### config.mk
export PLATFORM = sky130hd
export DESIGN_NAME = fifo_axis_rd_adapter_flat
export DESIGN_NICKNAME = d
export VERILOG_FILES = /design/src/rtl/fifo_axis_rd_adapter_if.sv /design/src/rtl/fifo_axis_rd_adapter.sv /design/src/flat_wrapper.sv
export SDC_FILE = /design/constraint.sdc
export NUM_CORES = 1
export LEC_CHECK = 0
export ABC_AREA = 1
export CAP_MARGIN = 40
export CORE_MARGIN = 10
export CORE_UTILIZATION = 40
export DETAILED_ROUTE_END_ITERATION = 6
export GPL_ROUTABILITY_DRIVEN = 0
export GPL_TIMING_DRIVEN = 0
export PLACE_DENSITY = 0.7
export SLEW_MARGIN = 15
export SYNTH_ARGS = -nofsm -noshare
export SYNTH_HDL_FRONTEND = slang
export SYNTH_SLANG_ARGS = --single-unit
### constraint.sdc
create_clock -name clk -period 3.98 [get_ports clk]
set_clock_uncertainty 0.15 [all_clocks]
set_input_delay 0.597 -clock clk [delete_from_list [all_inputs] [get_ports clk]]
set_output_delay 0.597 -clock clk [all_outputs]
set_load 0.03 [all_outputs]
### src/rtl/fifo_axis_rd_adapter_if.sv
// Bundle of the FIFO read-side handshake and the AXI-Stream master signals
// used by fifo_axis_rd_adapter; master = adapter side, slave = environment.
interface fifo_axis_rd_adapter_if #(
  parameter int unsigned DATA_W = 16
);
  logic              fifo_empty;
  logic [DATA_W-1:0] fifo_rd_data;
  logic              fifo_rd_en;
  logic [DATA_W-1:0] m_axis_tdata;
  logic              m_axis_tvalid;
  logic              m_axis_tready;
  logic              m_axis_tlast;
  logic [15:0]       beat_count;

  modport master (
    input  fifo_empty,
    input  fifo_rd_data,
    input  m_axis_tready,
    output fifo_rd_en,
    output m_axis_tdata,
    output m_axis_tvalid,
    output m_axis_tlast,
    output beat_count
  );

  modport slave (
    output fifo_empty,
    output fifo_rd_data,
    output m_axis_tready,
    input  fifo_rd_en,
    input  m_axis_tdata,
    input  m_axis_tvalid,
    input  m_axis_tlast,
    input  beat_count
  );
endinterface

### src/rtl/fifo_axis_rd_adapter.sv
// Async-FIFO read side to AXI-Stream adapter with a 2-entry registered skid buffer.
// Optional packet framing (tlast every PKT_LEN beats) enabled by FIFO_AXIS_TLAST_EN.
module fifo_axis_rd_adapter #(
  parameter int unsigned DATA_W  = 16,
  parameter int unsigned PKT_LEN = 16
) (
  input  logic                   clk,
  input  logic                   reset,
  fifo_axis_rd_adapter_if.master bus
);

  if (PKT_LEN < 1 || PKT_LEN > 65535) begin : g_pkt_len_check
    $error("fifo_axis_rd_adapter: PKT_LEN must be within 1..65535");
  end

  typedef enum logic [1:0] {
    OCC_EMPTY = 2'd0,
    OCC_ONE   = 2'd1,
    OCC_TWO   = 2'd2
  } occ_e;

  occ_e              occ_q, occ_d;
  logic [DATA_W-1:0] head_data_q, head_data_d;
  logic [DATA_W-1:0] tail_data_q, tail_data_d;
  logic [15:0]       beat_count_q, beat_count_d;
  logic              push;
  logic              pop;

  // Pop request never looks at tready, so the FIFO path stays short.
  assign push = !reset && !bus.fifo_empty && (occ_q != OCC_TWO);
  assign pop  = (occ_q != OCC_EMPTY) && bus.m_axis_tready;

`ifdef FIFO_AXIS_TLAST_EN
  localparam logic [15:0] PKT_LAST = 16'(PKT_LEN - 1);

  logic [15:0] pkt_cnt_q, pkt_cnt_d;
  logic        head_last_q, head_last_d;
  logic        tail_last_q, tail_last_d;
  logic        push_last;

  assign push_last = (pkt_cnt_q == PKT_LAST);

  always_comb begin
    pkt_cnt_d = pkt_cnt_q;
    if (push) begin
      pkt_cnt_d = push_last ? '0 : pkt_cnt_q + 16'd1;
    end
  end

  always_ff @(posedge clk or posedge reset) begin
    if (reset) begin
      pkt_cnt_q <= '0;
    end else begin
      pkt_cnt_q <= pkt_cnt_d;
    end
  end
`endif

  always_comb begin
    occ_d       = occ_q;
    head_data_d = head_data_q;
    tail_data_d = tail_data_q;
`ifdef FIFO_AXIS_TLAST_EN
    head_last_d = head_last_q;
    tail_last_d = tail_last_q;
`endif
    case (occ_q)
      OCC_EMPTY: begin
        if (push) begin
          head_data_d = bus.fifo_rd_data;
`ifdef FIFO_AXIS_TLAST_EN
          head_last_d = push_last;
`endif
          occ_d = OCC_ONE;
        end
      end
      OCC_ONE: begin
        if (push && pop) begin
          // Head leaves and the incoming word takes its place directly.
          head_data_d = bus.fifo_rd_data;
`ifdef FIFO_AXIS_TLAST_EN
          head_last_d = push_last;
`endif
        end else if (push) begin
          tail_data_d = bus.fifo_rd_data;
`ifdef FIFO_AXIS_TLAST_EN
          tail_last_d = push_last;
`endif
          occ_d = OCC_TWO;
        end else if (pop) begin
          occ_d = OCC_EMPTY;
        end
      end
      OCC_TWO: begin
        if (pop) begin
          head_data_d = tail_data_q;
`ifdef FIFO_AXIS_TLAST_EN
          head_last_d = tail_last_q;
`endif
          occ_d = OCC_ONE;
        end
      end
      default: occ_d = OCC_EMPTY;
    endcase
  end

  always_comb begin
    beat_count_d = beat_count_q;
    if (pop) begin
      beat_count_d = beat_count_q + 16'd1;
    end
  end

  always_ff @(posedge clk or posedge reset) begin
    if (reset) begin
      occ_q        <= OCC_EMPTY;
      head_data_q  <= '0;
      tail_data_q  <= '0;
      beat_count_q <= '0;
`ifdef FIFO_AXIS_TLAST_EN
      head_last_q  <= 1'b0;
      tail_last_q  <= 1'b0;
`endif
    end else begin
      occ_q        <= occ_d;
      head_data_q  <= head_data_d;
      tail_data_q  <= tail_data_d;
      beat_count_q <= beat_count_d;
`ifdef FIFO_AXIS_TLAST_EN
      head_last_q  <= head_last_d;
      tail_last_q  <= tail_last_d;
`endif
    end
  end

  assign bus.fifo_rd_en    = push;
  assign bus.m_axis_tvalid = (occ_q != OCC_EMPTY);
  assign bus.m_axis_tdata  = head_data_q;
  assign bus.beat_count    = beat_count_q;
`ifdef FIFO_AXIS_TLAST_EN
  assign bus.m_axis_tlast  = head_last_q;
`else
  assign bus.m_axis_tlast  = 1'b0;
`endif

endmodule

### src/flat_wrapper.sv
// flat-port wrapper written by rule: the top's interface ports become plain ports
module fifo_axis_rd_adapter_flat 
#(
  parameter int unsigned DATA_W  = 16,
  parameter int unsigned PKT_LEN = 16
)
  (clk, reset, bus_fifo_empty, bus_fifo_rd_data, bus_m_axis_tready, bus_fifo_rd_en, bus_m_axis_tdata, bus_m_axis_tvalid, bus_m_axis_tlast, bus_beat_count);
  fifo_axis_rd_adapter_if #(.DATA_W(DATA_W)) bus_i ();
  input  logic clk;
  input  logic reset;
  input wire logic [$bits(bus_i.fifo_empty)-1:0] bus_fifo_empty;
  input wire logic [$bits(bus_i.fifo_rd_data)-1:0] bus_fifo_rd_data;
  input wire logic [$bits(bus_i.m_axis_tready)-1:0] bus_m_axis_tready;
  output wire logic [$bits(bus_i.fifo_rd_en)-1:0] bus_fifo_rd_en;
  output wire logic [$bits(bus_i.m_axis_tdata)-1:0] bus_m_axis_tdata;
  output wire logic [$bits(bus_i.m_axis_tvalid)-1:0] bus_m_axis_tvalid;
  output wire logic [$bits(bus_i.m_axis_tlast)-1:0] bus_m_axis_tlast;
  output wire logic [$bits(bus_i.beat_count)-1:0] bus_beat_count;
  assign bus_i.fifo_empty = bus_fifo_empty;
  assign bus_i.fifo_rd_data = bus_fifo_rd_data;
  assign bus_i.m_axis_tready = bus_m_axis_tready;
  assign bus_fifo_rd_en = bus_i.fifo_rd_en;
  assign bus_m_axis_tdata = bus_i.m_axis_tdata;
  assign bus_m_axis_tvalid = bus_i.m_axis_tvalid;
  assign bus_m_axis_tlast = bus_i.m_axis_tlast;
  assign bus_beat_count = bus_i.beat_count;
  fifo_axis_rd_adapter #(.DATA_W(DATA_W), .PKT_LEN(PKT_LEN)) u_core (.clk(clk), .reset(reset), .bus(bus_i));
endmodule
==> metrics.md <==
| Metric | Value |
|---|---|
| Xor and xnor fraction of the mapped netlist area | 3.71% |
| Post-synthesis simple-gate area fraction | 26.6% |
| Layout area overhead | 31.8% |
| Compound-cell area share of the yosys netlist | 7.73% |
| Pin count of the biggest net entering global routing | 27 |
| Average instance area after synthesis | 8.21 um2 |
| Max Clk Rate | ~350 MHz |
| Reg area | 1250 um2 |
| Total grt overflow | 0 |
| Critical Path Source Type | input pin |
| Final non-filler cell total | 422 |
| P_leak | 1.55 nW |
| Fill cells | about 540 |
| Slew @ Worst Pin | 559 ps |
| Die Y | 96.9 um |
| I/O pin count | 55 |
| Power consumption | 0.00200 W |
| Post-synth EDFFs | 0 |
| CP Data Required Time | 3230 ps |
| Fin crit share | 72.8% |
| Count of max-cap constraint violations | 0 |
| TritonCTS clock tree | yes |
| Period minus WS final | 2900 ps |
| CTS resizes | 0 |
| Skew-Pair Late Insertion Delay | roughly 310 ps |
| Worst slack, placed | 1060 ps |
| Yosys top cell by area | dfrtp_1 |
| Core Box Area | between 5000 and 6000 um2 |
| TritonCTS Buffers | 5 |
| Placed insts | 414 |
| Final Max Tran Viols | 0 |
| Setup violators final | 0 |
| First-pass GRT wire length | between 9000 and 10,000 um |
| Setup ws final | 1080 ps |
| CP endpoint kind | output port |
| Post-DP HPWL | roughly 4300 um |
| Fraction of synthesized area in multiplexers | 0% |
| Cell Rows | 27 |
| WS Path Type | input pin to output port |
| Iter 0 DRT Violations | 79 |
| Nets | 370 |
| Result of the run | finished, final reports clean |
| Clock Tree Buf Depth | 2 |
| Number of global-route vias before repair | 1,990 |
| GRT Total Usage | 12.1% |
| Synth Instances | 288 |
| Largest family of logic cells by synthesized area | simple AND/OR/NAND/NOR gates |
| Hold WC Path Type | flip-flop to flip-flop |
| Starting density of the core | 42.1% |
| Port bufs | 53 |
| Mapped Area | 2360 um2 |
| Remaining DRCs | 0 |
| TNS Setup | 0 ps |
| RSZ-0062 raised after global routing | false |
| Final hold violations | 0 |
| Synth cell types | 29 |
| Via-per-instance ratio | 4.74 |
| Post-Syn Nets | just over 300 |
| Largest vdd supply drop | 0.000282 V |
| Post-route ant nets | 0 |
| Die W | approximately 97 um |
| Clock Tree Root | clkbuf_8 |
| CP max FO | 3 |
| Die area | about 9400 um2 |
| Routed WL | 5650 um |
| H-tree depth | 2 |
| Synth top area cells | dfrtp_1 (53%), nand2_1 (13%), inv_1 (5.2%) |
| Layout cells sized above 1 | between 8 and 9% |
| Async SR Flop Fraction | 100% |
| DR vias | 2,001 |
| Synth Area in Adders | 0.529% |
| Rel. slew slack | between 60% and 70% |
| Flip-flop and latch count after synthesis | 50 |
| Sequential share of the synthesized area | a little over half |
| Top cell type's share of synthesized area | 52.9% |
| Primary FF master, synth | dfrtp_1 |
| Initial antenna violation count | 0 |
| Cts hold-fix bufs | 0 |
| CTS sink count | 50 |
| DRT Pass-1 Iters | 5 |
| Ant. Diodes | 0 |
| Power density over the cells | between 600 and 700 nW/um2 |
| Clock-pin slew on the worst setup and hold paths | 80 ps |
| CP arrival | 2150 ps |
| YS warnings | 0 |
| Area occupied by multi-input gates | roughly 920 um2 |
| DR WL/cell | approximately 13 um |
| Post-CTS setup buffers | 0 |
[Yosys cell counts (2+ instances only)]
library cell	number
nand4_1	3
xnor2_1	4
nand3_1	24
dfrtp_1	50
inv_2	3
nor2_2	3
o21ai_0	16
nor3_1	3
o21ai_1	3
clkbuf_1	2
nor2_1	24
xor2_1	6
buf_2	6
inv_1	33
nand2_1	79
a21oi_1	16
[flip-flops by register name, summed over array words and instances, names as in the netlist]
| register | count |
|---|---|
| u_core.bus.m_axis_tdata | 16 |
| u_core.bus.beat_count | 16 |
| u_core.occ_q | 2 |
| u_core.tail_data_q | 16 |
[cells by family (layout without fill, tap and decap cells)]
| logic type | count (synthesis) | in the layout |
|---|---|---|
| simple gates | 143 | 143 |
| compound gates | 36 | 36 |
| fa+ha+maj | 1 | 1 |
| other cells | 1 | 1 |
| buf+inv | 47 | 109 |
| xor+xnor | 10 | 10 |
| flops | 50 | 50 |
[report_power, final]
group	internal, W	switching, W	total, W	leakage, nW
registers	0.000693	0.000102	0.000795	0.604
logic	0.000345	0.000508	0.000854	0.899
clock network	0.000188	0.000167	0.000355	0.0514
total	0.00123	0.000778	0.00200	1.55
[routing by layer]
layer	track usage, %	vias to the layer above	share of wire (%)
met4	4.40	0	1.5
met1	14.4	931	44
met5	0	-	0
met3	3.62	6	5.6
li1	-	1022	-
met2	19.9	42	48
[metrics by stage]
step	hold slack, ps	instance area [um2]	utilization, %
after floorplan	309	2360	-
after global placement	316	2980	53.2
after detailed placement	330	3000	53.6
after CTS	349	3110	55.5
after global routing	367	3110	55.5
final	348	3110	55.5
[cell type report]
type / count / area share [%]
well taps: 72 / 2.89
multi-input cells: 191 / 29.4
inverters: 37 / 4.50
clock buffers: 6 / 2.33
clock inverters: 2 / 1.21
flip-flops and latches: 50 / 40.2
plain buffers: 10 / 1.81
repair buffers: 54 / 17.7
[worst max-delay path: stages]
cell             delay [ps]
clkdlybuf4s50_1         450
nor2_1                  210
nand2_1                 120
inv_2                   100
clkdlybuf4s50_1         680
[worst paths after layout]
check,start,end,slack (ps),cells after the start
hold / removal,u_core.bus.beat_count[15]$_DFFE_PP0P_,u_core.bus.beat_count[15]$_DFFE_PP0P_,350,2
max in group asynchronous,reset,u_core.bus.beat_count[14]$_DFFE_PP0P_,2590,3
setup / recovery,reset,bus_fifo_rd_en,1080,5
hold reg to reg,u_core.bus.beat_count[15]$_DFFE_PP0P_,u_core.bus.beat_count[15]$_DFFE_PP0P_,350,2
setup reg to reg,u_core.bus.beat_count[1]$_DFFE_PP0P_,u_core.bus.beat_count[10]$_DFFE_PP0P_,2400,7
min in group asynchronous,reset,u_core.tail_data_q[15]$_DFFE_PP0P_,560,2
[cell usage in the layout (no fill, tap or decap), types with 3 or more instances in the layout]
| cell | count |
|---|---|
| o21ai_0 | 16 |
| clkbuf_1 | 3 |
| dfrtp_1 | 50 |
| clkbuf_8 | 5 |
| nor3_1 | 3 |
| nor2_1 | 24 |
| a21oi_1 | 16 |
| xor2_1 | 6 |
| nor2_2 | 3 |
| xnor2_1 | 4 |
| buf_2 | 6 |
| nand2_1 | 79 |
| nand3_1 | 24 |
| clkdlybuf4s50_1 | 53 |
| inv_2 | 4 |
| nand4_1 | 3 |
| o21ai_1 | 3 |
| inv_1 | 32 |
Power figures use the tool's default switching activity.
